[src/rtl/led_pkg.sv]
// rtl/led_pkg.sv - shared FSM state type and default parameters for the LED matrix BCM driver
package led_pkg;

   typedef enum logic [1:0] {
      IDLE,
      SHIFT,
      LATCH,
      DISPLAY
   } state_t;

   localparam int DEF_COLS      = 32;
   localparam int DEF_ROW_PAIRS = 8;
   localparam int DEF_DEPTH     = 4;
   localparam int DEF_CLK_DIV   = 2;
   localparam int DEF_BASE_T    = 16;

endpackage

[src/rtl/bcm_timer.sv]
// rtl/bcm_timer.sv - binary-code-modulation display down-counter, loads BASE_T<<plane
module bcm_timer #(
   parameter int BASE_T = 16,
   parameter int PW     = 2,
   parameter int TW     = 8
) (
   input  logic          clk,
   input  logic          rst,
   input  logic          load,
   input  logic [PW-1:0] plane,
   output logic          done
);

   logic [TW-1:0] count;

   // Loading N-1 gives exactly N cycles from the load edge to the cycle where done is seen.
   always_ff @(posedge clk) begin
      if (rst) begin
         count <= '0;
      end else if (load) begin
         count <= TW'((BASE_T << plane) - 1);
      end else if (count != '0) begin
         count <= count - 1'b1;
      end
   end

   assign done = (count == '0);

endmodule

[src/rtl/led_matrix_bcm_driver.sv]
// rtl/led_matrix_bcm_driver.sv - HUB75-style LED matrix scanner with bit-plane BCM dimming
module led_matrix_bcm_driver
   import led_pkg::*;
#(
   parameter int  COLS      = DEF_COLS,
   parameter int  ROW_PAIRS = DEF_ROW_PAIRS,
   parameter int  DEPTH     = DEF_DEPTH,
   parameter int  CLK_DIV   = DEF_CLK_DIV,
   parameter int  BASE_T    = DEF_BASE_T,
   localparam int ABC_W     = $clog2(ROW_PAIRS),
   localparam int COL_W     = $clog2(COLS)
) (
   input  logic                   clk,
   input  logic                   rst,
   input  logic                   en,
   output logic [ABC_W+COL_W-1:0] pix_addr,
   input  logic [3*DEPTH-1:0]     pix_top,
   input  logic [3*DEPTH-1:0]     pix_bot,
   output logic                   sclk,
   output logic                   lat,
   output logic                   blank,
   output logic                   r1,
   output logic                   g1,
   output logic                   b1,
   output logic                   r2,
   output logic                   g2,
   output logic                   b2,
   output logic [ABC_W-1:0]       abc,
   output logic                   frame_done
);

   localparam int PW = (DEPTH > 1) ? $clog2(DEPTH) : 1;
   localparam int CW = $clog2(2 * CLK_DIV);
   localparam int TW = $clog2((BASE_T << (DEPTH - 1)) + 1);

   state_t           state;
   logic [ABC_W-1:0] row;
   logic [PW-1:0]    plane;
   logic [COL_W-1:0] col;
   logic [CW-1:0]    cnt;
   logic             tmr_done;
   logic             plane_last;
   logic             row_last;
   logic [ABC_W-1:0] row_nxt;

   logic [DEPTH-1:0] rt, gt, bt, rb, gb, bb;
   assign rt = pix_top[3*DEPTH-1:2*DEPTH];
   assign gt = pix_top[2*DEPTH-1:DEPTH];
   assign bt = pix_top[DEPTH-1:0];
   assign rb = pix_bot[3*DEPTH-1:2*DEPTH];
   assign gb = pix_bot[2*DEPTH-1:DEPTH];
   assign bb = pix_bot[DEPTH-1:0];

   assign plane_last = (plane == PW'(DEPTH - 1));
   assign row_last   = (row == ABC_W'(ROW_PAIRS - 1));
   assign row_nxt    = !plane_last ? row : (row_last ? '0 : row + 1'b1);

   bcm_timer #(
      .BASE_T (BASE_T),
      .PW     (PW),
      .TW     (TW)
   ) u_timer (
      .clk    (clk),
      .rst    (rst),
      .load   (state == LATCH),
      .plane  (plane),
      .done   (tmr_done)
   );

   // cnt is the cycle index within the current column: low phase 0..CLK_DIV-1, high phase after.
   always_ff @(posedge clk) begin
      if (rst) begin
         state      <= IDLE;
         row        <= '0;
         plane      <= '0;
         col        <= '0;
         cnt        <= '0;
         pix_addr   <= '0;
         sclk       <= 1'b0;
         lat        <= 1'b0;
         blank      <= 1'b1;
         abc        <= '0;
         frame_done <= 1'b0;
         {r1, g1, b1, r2, g2, b2} <= '0;
      end else begin
         lat        <= 1'b0;
         frame_done <= 1'b0;
         case (state)
            IDLE: begin
               if (en) begin
                  state    <= SHIFT;
                  row      <= '0;
                  plane    <= '0;
                  col      <= '0;
                  cnt      <= '0;
                  pix_addr <= '0;
               end
            end
            SHIFT: begin
               // Framebuffer data for the address shown at cnt==0 arrives during cnt==1.
               if (cnt == CW'(1)) begin
                  r1 <= rt[plane];
                  g1 <= gt[plane];
                  b1 <= bt[plane];
                  r2 <= rb[plane];
                  g2 <= gb[plane];
                  b2 <= bb[plane];
               end
               if (cnt == CW'(CLK_DIV - 1)) begin
                  sclk <= 1'b1;
               end
               if (cnt == CW'(2 * CLK_DIV - 1)) begin
                  sclk <= 1'b0;
                  cnt  <= '0;
                  if (col == COL_W'(COLS - 1)) begin
                     state <= LATCH;
                     lat   <= 1'b1;
                     abc   <= row;
                     col   <= '0;
                  end else begin
                     col      <= col + 1'b1;
                     pix_addr <= {row, col + 1'b1};
                  end
               end else begin
                  cnt <= cnt + 1'b1;
               end
            end
            LATCH: begin
               state <= DISPLAY;
               blank <= 1'b0;
            end
            DISPLAY: begin
               if (tmr_done) begin
                  blank      <= 1'b1;
                  frame_done <= plane_last && row_last;
                  if (en) begin
                     state    <= SHIFT;
                     row      <= row_nxt;
                     plane    <= plane_last ? '0 : plane + 1'b1;
                     pix_addr <= {row_nxt, COL_W'(0)};
                  end else begin
                     state <= IDLE;
                     row   <= '0;
                     plane <= '0;
                  end
               end
            end
            default: state <= IDLE;
         endcase
      end
   end

endmodule

[config.mk]
export PLATFORM = sky130hd
export DESIGN_NAME = led_matrix_bcm_driver
export DESIGN_NICKNAME = d
export VERILOG_FILES = /design/src/rtl/led_pkg.sv /design/src/rtl/bcm_timer.sv /design/src/rtl/led_matrix_bcm_driver.sv
export SDC_FILE = /design/constraint.sdc
export NUM_CORES = 1
export LEC_CHECK = 0
export BUFFER_PORTS_ARGS = -buffer_cell sky130_fd_sc_hd__buf_2
export CORE_ASPECT_RATIO = 2
export CORE_UTILIZATION = 45
export DETAILED_ROUTE_END_ITERATION = 7
export PLACE_DENSITY = 0.78
export SKIP_LAST_GASP = 1
export SYNTH_ARGS = -nofsm -noshare
export SYNTH_HDL_FRONTEND = slang
export SYNTH_SLANG_ARGS = --single-unit
[constraint.sdc]
create_clock -name clk -period 2.4 [get_ports clk]
set_clock_uncertainty 0.2 [all_clocks]
set_input_delay 0 -clock clk [delete_from_list [all_inputs] [get_ports clk]]
set_output_delay 0 -clock clk [all_outputs]
set_load 0.05 [all_outputs]
**Word-level counts from Yosys, hierarchy flattened**

Index checks and enable logic that the tools add are counted.

- Output and inout bits: 21
- Flip-flop bits (word level): 43
- Memories: 0
- Memory bits (read-only): 0
- Logic and storage cells: 113
- Bits in latches: 0
- Input bits: 27
- Memory bits (writable): 0

- Shift-type cells: 1
- $add $sub $neg: 6
- Bitwise logic cells: 4
- Eq/ne operators: 14
- Muxes and demuxes: 48
- Reduce and logical (&&, ||, !) cells: 21
- Divide/modulo/power cells: 0
- $mul: 0
- $lt $le $gt $ge: 1

Operators by type and width:

| cell | count |
|---|---|
| 8-bit 2-to-1 mux | 7 |
| 8-bit one-hot mux with 3 select lines | 1 |
| 2-bit 2-to-1 mux | 9 |
| 3-bit 2-to-1 mux | 5 |
| 5-bit 2-to-1 mux | 3 |
| 1-bit binary-select mux with 2-bit select | 6 |
| 2-bit inequality test (second input constant) | 6 |
| 1-bit 2-to-1 mux | 11 |
| 5-bit one-hot mux with 2 select lines | 1 |
| 2-bit nonzero test | 5 |
| 3-bit AND reduction | 3 |
| 2-bit == test (second input constant) | 4 |
| 8-bit logical NOT | 1 |
| 2-bit one-hot mux with 2 select lines | 2 |
| 2-bit one-hot mux with 4 select lines | 1 |
| 2-bit AND reduction | 4 |
| 8-bit nonzero test | 1 |
| 5-bit by 2-bit << shifter with 8-bit output (first input constant) | 1 |
| 8-bit by 1-bit subtractor with 8-bit output (second input constant) | 1 |
| 8-bit by 2-bit subtractor with 8-bit output (second input constant) | 1 |
| 3-bit one-hot mux with 2 select lines | 1 |
| 6-bit AND reduction | 1 |
| 3-bit OR reduction | 2 |
| 5-bit by 1-bit adder with 5-bit output (second input constant) | 1 |
| other kinds (12) | 17 |

**Logic depth before layout (Yosys ltp)**

Gate-level depths: netlist of run 1.

- Depth in word-level cells: 6
- Mapped depth: 7
- Mapped depth without buffers: 7

**Modules after synthesis**

Synthesis of run 1 repeated with hierarchy kept, for this count alone.

- Cells, all modules: 242
- Area, all modules: 2299.7 sq um

By module, submodules not included:

| module | cells each | instances | area each (sq um) |
|---|---|---|---|
| led_matrix_bcm_driver | 196 | 1 | 1874.3 |
| bcm_timer | 46 | 1 | 425.4 |

**Worst setup path before layout of run 1**

Ideal clock, no wire load.

- Path kind: register -> register
- Start: register col[0]
- End: register pix_addr[5]
- Arrival: 1.832 ns
- Stages on the path, launching flop included: 8
- Period minus slack after synthesis: 2.122 ns
- Library setup time: 0.091 ns
- Setup slack: 0.278 ns
- Cell sequence: dfxtp_1 > ha_1 > and3_1 > ha_1 > or2b_1 > a21oi_1 > a21oi_1 > a311oi_1

- Cells in the longest elaborated chain, start to end: 3

RTL lines:

| what | line | RTL |
|---|---|---|
| start: declaration | led_matrix_bcm_driver.sv:39 | `logic [COL_W-1:0] col;` |
| start signal: assignment | led_matrix_bcm_driver.sv:121 | `col <= col + 1'b1;` |
| 5-bit == test | led_matrix_bcm_driver.sv:115 | `if (col == COL_W'(COLS - 1)) begin` |
| 2-bit inequality test (no source line) | -- |  |
| 6-bit AND reduction (no source line) | -- |  |
| end signal: assignment | led_matrix_bcm_driver.sv:122 | `pix_addr <= {row, col + 1'b1};` |
| end signal: assignment | led_matrix_bcm_driver.sv:140 | `pix_addr <= {row_nxt, COL_W'(0)};` |
| end: declaration | led_matrix_bcm_driver.sv:16 | `output logic [ABC_W+COL_W-1:0] pix_addr,` |

No other way between the ends.
A chain may end at the register's enable or synchronous reset.

**Worst setup path in the final report of run 1**

- Start: register col[0]
- End: register pix_addr[1]

- Cells in the longest elaborated chain, start to end: 4
- Elaborated cells on any way between the ends: 7
- Those cells by class: add/sub (1); eq/ne (2); mux (3); reduce/logical (1)

RTL lines:

| what | line | RTL |
|---|---|---|
| 5-bit by 1-bit adder with 5-bit output | led_matrix_bcm_driver.sv:122 |  |
| 8-bit 2-to-1 mux | led_matrix_bcm_driver.sv:115 |  |
| 8-bit 2-to-1 mux | led_matrix_bcm_driver.sv:112 | `if (cnt == CW'(2 * CLK_DIV - 1)) begin` |
| 8-bit one-hot mux with 3 select lines | led_matrix_bcm_driver.sv:88 | `case (state)` |

Parallel ways exist; a longest one is shown, timed or not. The select of a mux whose other input is x is not followed.

==> results of run 1 <==
cells in the final DEF (no fill, tap or decap), types with 3 or more instances in the layout:
master / count
sky130_fd_sc_hd__nand2b_1: 5
sky130_fd_sc_hd__nand3_1: 12
sky130_fd_sc_hd__dfxtp_1: 43
sky130_fd_sc_hd__xor2_1: 3
sky130_fd_sc_hd__nor2_1: 19
sky130_fd_sc_hd__mux2i_1: 7
sky130_fd_sc_hd__buf_4: 8
sky130_fd_sc_hd__nand2_1: 14
sky130_fd_sc_hd__buf_2: 47
sky130_fd_sc_hd__a32oi_1: 3
sky130_fd_sc_hd__nor3b_1: 4
sky130_fd_sc_hd__ha_1: 19
sky130_fd_sc_hd__nor3_1: 5
sky130_fd_sc_hd__o21ai_0: 10
sky130_fd_sc_hd__xnor2_1: 4
sky130_fd_sc_hd__a21oi_1: 28
sky130_fd_sc_hd__a311oi_1: 4
sky130_fd_sc_hd__mux4_2: 6
sky130_fd_sc_hd__nand4_1: 5
sky130_fd_sc_hd__clkbuf_8: 6
sky130_fd_sc_hd__or3_1: 5
sky130_fd_sc_hd__inv_1: 13
sky130_fd_sc_hd__dlygate4sd3_1: 6
power by group:
part           internal, mW  leakage [nW]  total (mW)  switching, mW
logic                 0.529         0.806        1.36          0.827
registers             0.822         0.349       0.922         0.0999
clock network         0.337        0.0612       0.598          0.261
total                  1.69          1.22        2.88           1.19
metal layers:
layer / GRT usage / vias to the layer above / share of wire
li1: - / 1065 / -
met1: 0.224 / 991 / 0.37
met2: 0.405 / 34 / 0.57
met3: 0.0429 / 20 / 0.020
met4: 0.123 / 0 / 0.038
met5: 0 / - / 0
final cells by class:
cell class | count | area (um2)
multi-input cells | 192 | 1420
clock buffers | 6 | 82.6
clock inverters | 2 | 35.0
repair buffers | 61 | 355
inverters | 13 | 48.8
well taps | 58 | 72.6
flip-flops and latches | 43 | 861
fillers | 478 | 2310
logic make-up after synthesis:
logic type | after synthesis
adder cells (fa/ha/maj) | 19
flip-flops | 43
buffers and inverters | 26
AND/OR/NAND/NOR | 87
XOR/XNOR | 7
multiplexers | 14
AO/OA/AOI/OAI | 65
worst min-delay path, stage by stage:
cell and delay (ps):
sky130_fd_sc_hd__buf_2 70, sky130_fd_sc_hd__mux4_2 210, sky130_fd_sc_hd__nand3_1 70, sky130_fd_sc_hd__a21oi_1 120
state kept, by name, indices dropped and copies added, names as in the netlist, 2 cells and up:
signal and count:
u_timer.count 8, row 3, plane 2, col 5, abc 3, cnt 2, pix_addr 8, state 2
worst max-delay path by stage:
| stage | cells past startpoint | from | endpoint |
|---|---|---|---|
| after CTS | 6 | u_timer.count[0]$_SDFFE_PP0P_ | row[0]$_SDFFE_PP0P_ |
| final | 7 | col[0]$_SDFFE_PP0P_ | pix_addr[1]$_SDFFE_PP0P_ |
| after floorplan | 7 | col[0]$_SDFFE_PP0P_ | pix_addr[5]$_SDFFE_PP0P_ |
| after detailed placement | 6 | u_timer.count[0]$_SDFFE_PP0P_ | row[0]$_SDFFE_PP0P_ |
| after global routing | 6 | u_timer.count[0]$_SDFFE_PP0P_ | pix_addr[7]$_SDFFE_PP0P_ |
| after global placement | 6 | u_timer.count[0]$_SDFFE_PP0P_ | row[0]$_SDFFE_PP0P_ |
metrics by stage:
stage	total power, mW	instance area (um2)	setup WS, ps
after global routing	3.05	2880	60.1
final	2.88	2880	182
after detailed placement	2.26	2700	145
after CTS	2.87	2870	140
after floorplan	1.94	2430	278
after global placement	2.23	2700	201
timing repair:
action	4_1_cts	5_1_grt
hold buffers	6	0
resized for setup	0	2
endpoints found under the setup margin	0	3
hold endpoints to repair	8	0
==> summary.txt, run 1 <==
==================================================================================================
Horizontal extent of the die                                                               54.0 um
Via density                                                                                   5.63
Worst endpoint required time                                                               2440 ps
IO buf count                                                                                    47
Final Routed Wirelength                                                                    5.71 mm
Standard cell with the maximum stage delay on the critical path                       sky130_fd_sc_hd__or3_1
Standard-cell row count                                                                         37
Post-placement cell count                                                                      361
CTS tree                                                                                       yes
Gp weighted congestion                                                                       0.846
Number of enable-type register cells in the synthesized netlist                                  0
Netlist cell types                                                                              53
Largest family of logic cells by synthesized area                                     simple AND/OR/NAND/NOR gates
Category of cells accounting for the largest share of critical-path delay             simple AND/OR/NAND/NOR gates
Hold crit path type                                                                   input pin to flip-flop
Static Leak                                                                                1.22 nW
Count of boundary I/O pins                                                                      48
Clock transition time at the flip-flop clock pins of the worst setup and hold paths          80 ps
Pwr dens                                                                                999 mW/mm2
Tot GR Track Use                                                                             0.225
Most prevalent standard cell on the critical path                                     sky130_fd_sc_hd__ha_1
Sum of negative setup slack                                                                   0 ps
Relative slew slack                                                                          0.602
Most used standard cell by instance count after synthesis                             sky130_fd_sc_hd__dfxtp_1
Number of warning messages in the yosys log                                                      0
Placeable Area                                                                         0.00518 mm2
RSZ-0062 raised after global routing                                                         false
Number of instances on the worst hold path                                                       4
Final core occ                                                                               0.555
Xor-xnor portion of the synthesized cell area                                               0.0252
Leading cell types by count after synthesis                                           43 x sky130_fd_sc_hd__dfxtp_1, 28 x sky130_fd_sc_hd__a21oi_1, 19 x sky130_fd_sc_hd__ha_1, 19 x sky130_fd_sc_hd__nor2_1, 14 x sky130_fd_sc_hd__nand2_1
Most used flip-flop cell after synthesis                                              sky130_fd_sc_hd__dfxtp_1
Syn_area_per_cell                                                                         9.32 um2
Number of detailed-route iterations in the first pass                                            4
DRC violation count after routing                                                                0
Clock Tree Buf Depth                                                                             2
Multiplexer area fraction after synthesis                                                   0.0890
Startpoint types                                                                         flip-flop
Arrival time worst endpoint                                                                2260 ps
Synth top area share                                                                         0.354
Slew of the pin with the lowest slew margin                                                 598 ps
Post-CTS Repair Setup Buffers                                                                    0
Iteration-0 DRC Markers                                                                         51
Overflow left after global routing                                                               0
Vias in the first global route                                                                2121
Non-Filler Instances                                                                           375
Worst setup path class                                                                flip-flop to flip-flop
Proportion of synthesized chip area in sequential cells                                      0.354
HPWL after detailed placement                                                              4.37 mm
Period utilization                                                                           0.924
Root buf cell                                                                         sky130_fd_sc_hd__clkbuf_8
RR Endpoint                                                                           pix_addr[1]$_SDFFE_PP0P_
R2R Path Start                                                                        col[0]$_SDFFE_PP0P_
Register bit count reported by yosys                                                            43
Category of the worst setup path capture point                                           flip-flop
Initial antenna violation count                                                                  0
Highest fanout seen on the critical path                                                         7
Final critical path time including I/O delays and setup                                    2220 ps
Share of synthesized cell area in and, or, nand and nor gates                                0.196
Count of buffering cells on the critical path with inverters included                            0
Global-route wire length before repair                                                     9.56 mm
Top area cells in the synthesized netlist                                             sky130_fd_sc_hd__dfxtp_1 35%, sky130_fd_sc_hd__ha_1 9.8%, sky130_fd_sc_hd__a21oi_1 5.8%
Number of maximum-capacitance violations                                                         0
Routed via count                                                                              2110
Largest net degree at the start of global routing                                               33
Run status                                                                            finished, final reports clean
Initial core utilization                                                                     0.469
ANT nets after route                                                                             0
Fraction of registers with async set/reset                                                       0
Number of buffers created by CTS                                                                 5
Post-synthesis instance total                                                                  261
Clk sinks                                                                                       43
Fraction of the mapped netlist area in compound gates                                        0.175
Number of inserted diodes                                                                        0
Syn nets                                                                                       307
Worst VDD drop                                                                              886 uV
Cell chain of the critical path                                                       ha_1, and3_1, ha_1, or2b_1, a21o_2, or3_1, a21oi_1
Worst reg-to-reg setup slack                                                                180 ps
Final setup violation count                                                                      0
Adder-cell area share of the yosys netlist                                                  0.0977
Highest clock frequency the design can meet                                                451 MHz
Number of nets in the final layout                                                             362
Worst-case hold slack                                                                      7.13 ps
Worst Reg-to-Reg Cells                                                                           7
Y dimension of the die                                                                      106 um
Synthesis-to-finish area growth                                                              18.4%
Clk Latency, worst-skew pair                                                                300 ps
Hold Fails Final Rpt                                                                             0
Overall die area                                                                       0.00572 mm2
Max-slew violation count                                                                         0
Capture endpoint of the worst hold path                                               b1$_SDFFE_PP0P_
Cell type with the highest aggregate area in the netlist                              sky130_fd_sc_hd__dfxtp_1
Hold Path Origin                                                                        pix_top[0]
Detailed-route wire length per cell                                                        15.2 um
Mapped Area                                                                            0.00243 mm2
Layout cells sized above 1                                                                   0.252
Max H-tree Level                                                                                 2
Max incr delay on CP                                                                        360 ps
==================================================================================================
(Power assumes the default switching activity.)
==> run 2, diff against run 1 <==
- ABC_AREA: default -> 1
==> run 2 against run 1 <==
  * Power is 29% higher
  * Final area is 0.57% higher
  * Critical path depth is 1 lower
  * Cell count is 21% higher
  * Global-route usage is 0.23 points lower
  * Combinational power is 47% higher
  * First-iteration DRC count is 33% lower
==> summary.txt, run 2 <==
==================================================================================================
Hold Fails Final Rpt                                                                             0
Count of boundary I/O pins                                                                      48
Largest net degree at the start of global routing                                               24
Largest family of logic cells by synthesized area                                     simple AND/OR/NAND/NOR gates
Synthesis-to-finish area growth                                                              22.0%
Clock transition time at the flip-flop clock pins of the worst setup and hold paths          80 ps
Most used standard cell by instance count after synthesis                             sky130_fd_sc_hd__nor2_1
Fraction of power spent switching nets                                                       0.479
Worst VDD drop                                                                              706 uV
Startpoint types                                                                         flip-flop
IO buf count                                                                                    47
Number of detailed-route iterations in the first pass                                            4
Y dimension of the die                                                                      105 um
Final Routed Wirelength                                                                    5.39 mm
Xor-xnor portion of the synthesized cell area                                               0.0222
Most frequent cells in the layout                                                     57 x sky130_fd_sc_hd__nor2_1, 51 x sky130_fd_sc_hd__nand2_1, 47 x sky130_fd_sc_hd__buf_2
Clk Latency, worst-skew pair                                                                310 ps
Standard cell with the maximum stage delay on the critical path                       sky130_fd_sc_hd__dlygate4sd3_1
Netlist cell types                                                                              27
Number of buffers created by CTS                                                                 5
Placeable Area                                                                         0.00509 mm2
Iteration-0 DRC Markers                                                                         34
Net Switching                                                                              1.77 mW
Layout cells sized above 1                                                                   0.174
Registers with the most flip-flops                                                    pix_addr: 8 flops, u_timer.count: 8 flops, col: 5 flops
Max incr delay on CP                                                                        560 ps
Int Power                                                                                  1.93 mW
Initial antenna violation count                                                                  0
Post-synthesis instance total                                                                  335
Seq. cell area                                                                             862 um2
HPWL after detailed placement                                                              4.09 mm
Leading cell types by count after synthesis                                           57 x sky130_fd_sc_hd__nor2_1, 51 x sky130_fd_sc_hd__nand2_1, 44 x sky130_fd_sc_hd__inv_1, 43 x sky130_fd_sc_hd__dfxtp_1, 36 x sky130_fd_sc_hd__o21ai_0
Worst reg-to-reg setup slack                                                                240 ps
Standard-cell row count                                                                         37
Proportion of synthesized chip area in sequential cells                                      0.363
Syn nets                                                                                       381
Combinational cell fraction of total power                                                   0.540
Period utilization                                                                           0.900
Hold crit path type                                                                   input pin to flip-flop
Syn_area_per_cell                                                                         7.08 um2
Relative slew slack                                                                          0.570
DRC violation count after routing                                                                0
Slew of the pin with the lowest slew margin                                                 644 ps
Cell type with the highest aggregate area in the netlist                              sky130_fd_sc_hd__dfxtp_1
Vias in the first global route                                                                2245
Overflow left after global routing                                                               0
Via density                                                                                   5.06
Worst-case hold slack                                                                      34.8 ps
Number of warning messages in the yosys log                                                      0
Initial core utilization                                                                     0.466
Run status                                                                            finished, final reports clean
Commonest non-fill, non-tap cell in the layout                                        sky130_fd_sc_hd__nor2_1
Root buf cell                                                                         sky130_fd_sc_hd__clkbuf_8
Overall die area                                                                       0.00558 mm2
Highest fanout seen on the critical path                                                        16
Adder-cell area share of the yosys netlist                                                   0.100
RSZ-0062 raised after global routing                                                         false
Slack of the critical path                                                                  239 ps
Clock Tree Buf Depth                                                                             2
ANT nets after route                                                                             0
Highest clock frequency the design can meet                                                463 MHz
Global-route wire length before repair                                                     9.20 mm
Post-route standard cell area excluding fillers                                        0.00290 mm2
Category of the worst setup path capture point                                           flip-flop
Placed instance area                                                                   0.00266 mm2
Detailed-route wire length per cell                                                        11.9 um
Top area cells in the synthesized netlist                                             sky130_fd_sc_hd__dfxtp_1 36%, sky130_fd_sc_hd__ha_1 10%, sky130_fd_sc_hd__nor2_1 9.0%
Multi-input logic area                                                                 0.00130 mm2
Fill count                                                                                     501
Share of synthesized cell area in and, or, nand and nor gates                                0.255
Number of enable-type register cells in the synthesized netlist                                  0
Max H-tree Level                                                                                 2
Fraction of registers with async set/reset                                                       0
Routed via count                                                                              2298
Register bit count reported by yosys                                                            43
Clk sinks                                                                                       43
Static Leak                                                                                1.40 nW
Worst setup timing slack at the placement stage                                             421 ps
Number of nets in the final layout                                                             441
Sum of negative setup slack                                                                   0 ps
Max-slew violation count                                                                         0
Fraction of the mapped netlist area in compound gates                                        0.172
Horizontal extent of the die                                                               53.3 um
Number of maximum-capacitance violations                                                         0
Pwr dens                                                                               1280 mW/mm2
Worst setup path class                                                                flip-flop to flip-flop
Tot GR Track Use                                                                             0.223
Worst endpoint required time                                                               2410 ps
Synth top area share                                                                         0.363
Final critical path time including I/O delays and setup                                    2160 ps
Number of inserted diodes                                                                        0
Arrival time worst endpoint                                                                2170 ps
Final core occ                                                                               0.569
Gp weighted congestion                                                                       0.855
Cell chain of the critical path                                                       inv_1, o21ai_0, o22ai_1, dlygate4sd3_1, o21ai_0, inv_1
CTS tree                                                                                       yes
Share of power burned in the clock network                                                   0.156
Most used flip-flop cell after synthesis                                              sky130_fd_sc_hd__dfxtp_1
Post-CTS Repair Setup Buffers                                                                    0
Mapped Area                                                                            0.00237 mm2
Final setup violation count                                                                      0
Multiplexer area fraction after synthesis                                                        0
Share of total power in sequential cells                                                     0.305
==================================================================================================
-- run 2: repair_timing --
| item | 4_1_cts | 5_1_grt |
|---|---|---|
| gates resized for setup | 0 | 1 |
| hold buffers | 12 | 0 |
| hold endpoints to repair | 23 | 0 |
| endpoints found under the setup margin | 0 | 4 |
-- run 2: critical path: cells and delay by family (launching register included) --
family / cells / cell delay (ps)
AO/OA/AOI/OAI: 3 / 490
buffers and inverters: 3 / 870
flip-flops: 1 / 500
-- run 2: cell families (layout without fill, tap and decap cells) --
| logic type | Yosys count | in the layout |
|---|---|---|
| adders and majority gates | 19 | 19 |
| and+or+nand+nor | 140 | 140 |
| buffers and inverters | 53 | 114 |
| xor gates and xnor gates | 6 | 6 |
| DFF | 43 | 43 |
| AOI/OAI and AO/OA | 74 | 74 |
-- run 2: final cells by class --
class	count	area share
inverters	45	0.0601
clock buffers	5	0.0238
well taps	58	0.0251
clock inverters	3	0.0151
multi-input cells	239	0.450
flip-flops and latches	43	0.298
repair buffers	61	0.128
-- run 2: layer usage --
metal | up-vias | track usage | part of all wire
met2 | 62 | 0.399 | 0.55
li1 | 1198 | - | -
met1 | 1022 | 0.209 | 0.36
met4 | 0 | 0.154 | 0.055
met5 | - | 0 | 0
met3 | 16 | 0.0393 | 0.035
-- run 2: path summary, 6_finish.rpt --
path,startpoint,to,cells after the start
worst max-delay path,plane[0]$_SDFFE_PP0P_,r1$_SDFFE_PP0P_,6
worst min-delay path,pix_top[5],g1$_SDFFE_PP0P_,5
worst max register to register,plane[0]$_SDFFE_PP0P_,r1$_SDFFE_PP0P_,6
worst min register to register,abc[1]$_SDFFE_PP0P_,abc[1]$_SDFFE_PP0P_,2
-- run 2: through the flow --
| stage | total power, mW | instances |
|---|---|---|
| final | 3.71 | 454 |
| after detailed placement | 3.08 | 434 |
| after global routing | 4.04 | 454 |
| after CTS | 3.73 | 454 |
| after global placement | 3.01 | 434 |
| after floorplan | 2.66 | 335 |
-- run 2: power by group through the flow --
| stage | registers [mW] | clock network, mW | logic [mW] |
|---|---|---|---|
| final | 1.13 | 0.577 | 2.00 |
| after global routing | 1.16 | 0.615 | 2.26 |
| after CTS | 1.13 | 0.592 | 2.01 |
| after detailed placement | 1.15 | 0 | 1.93 |
| after global placement | 1.13 | 0 | 1.88 |
| after floorplan | 1.33 | 0 | 1.33 |
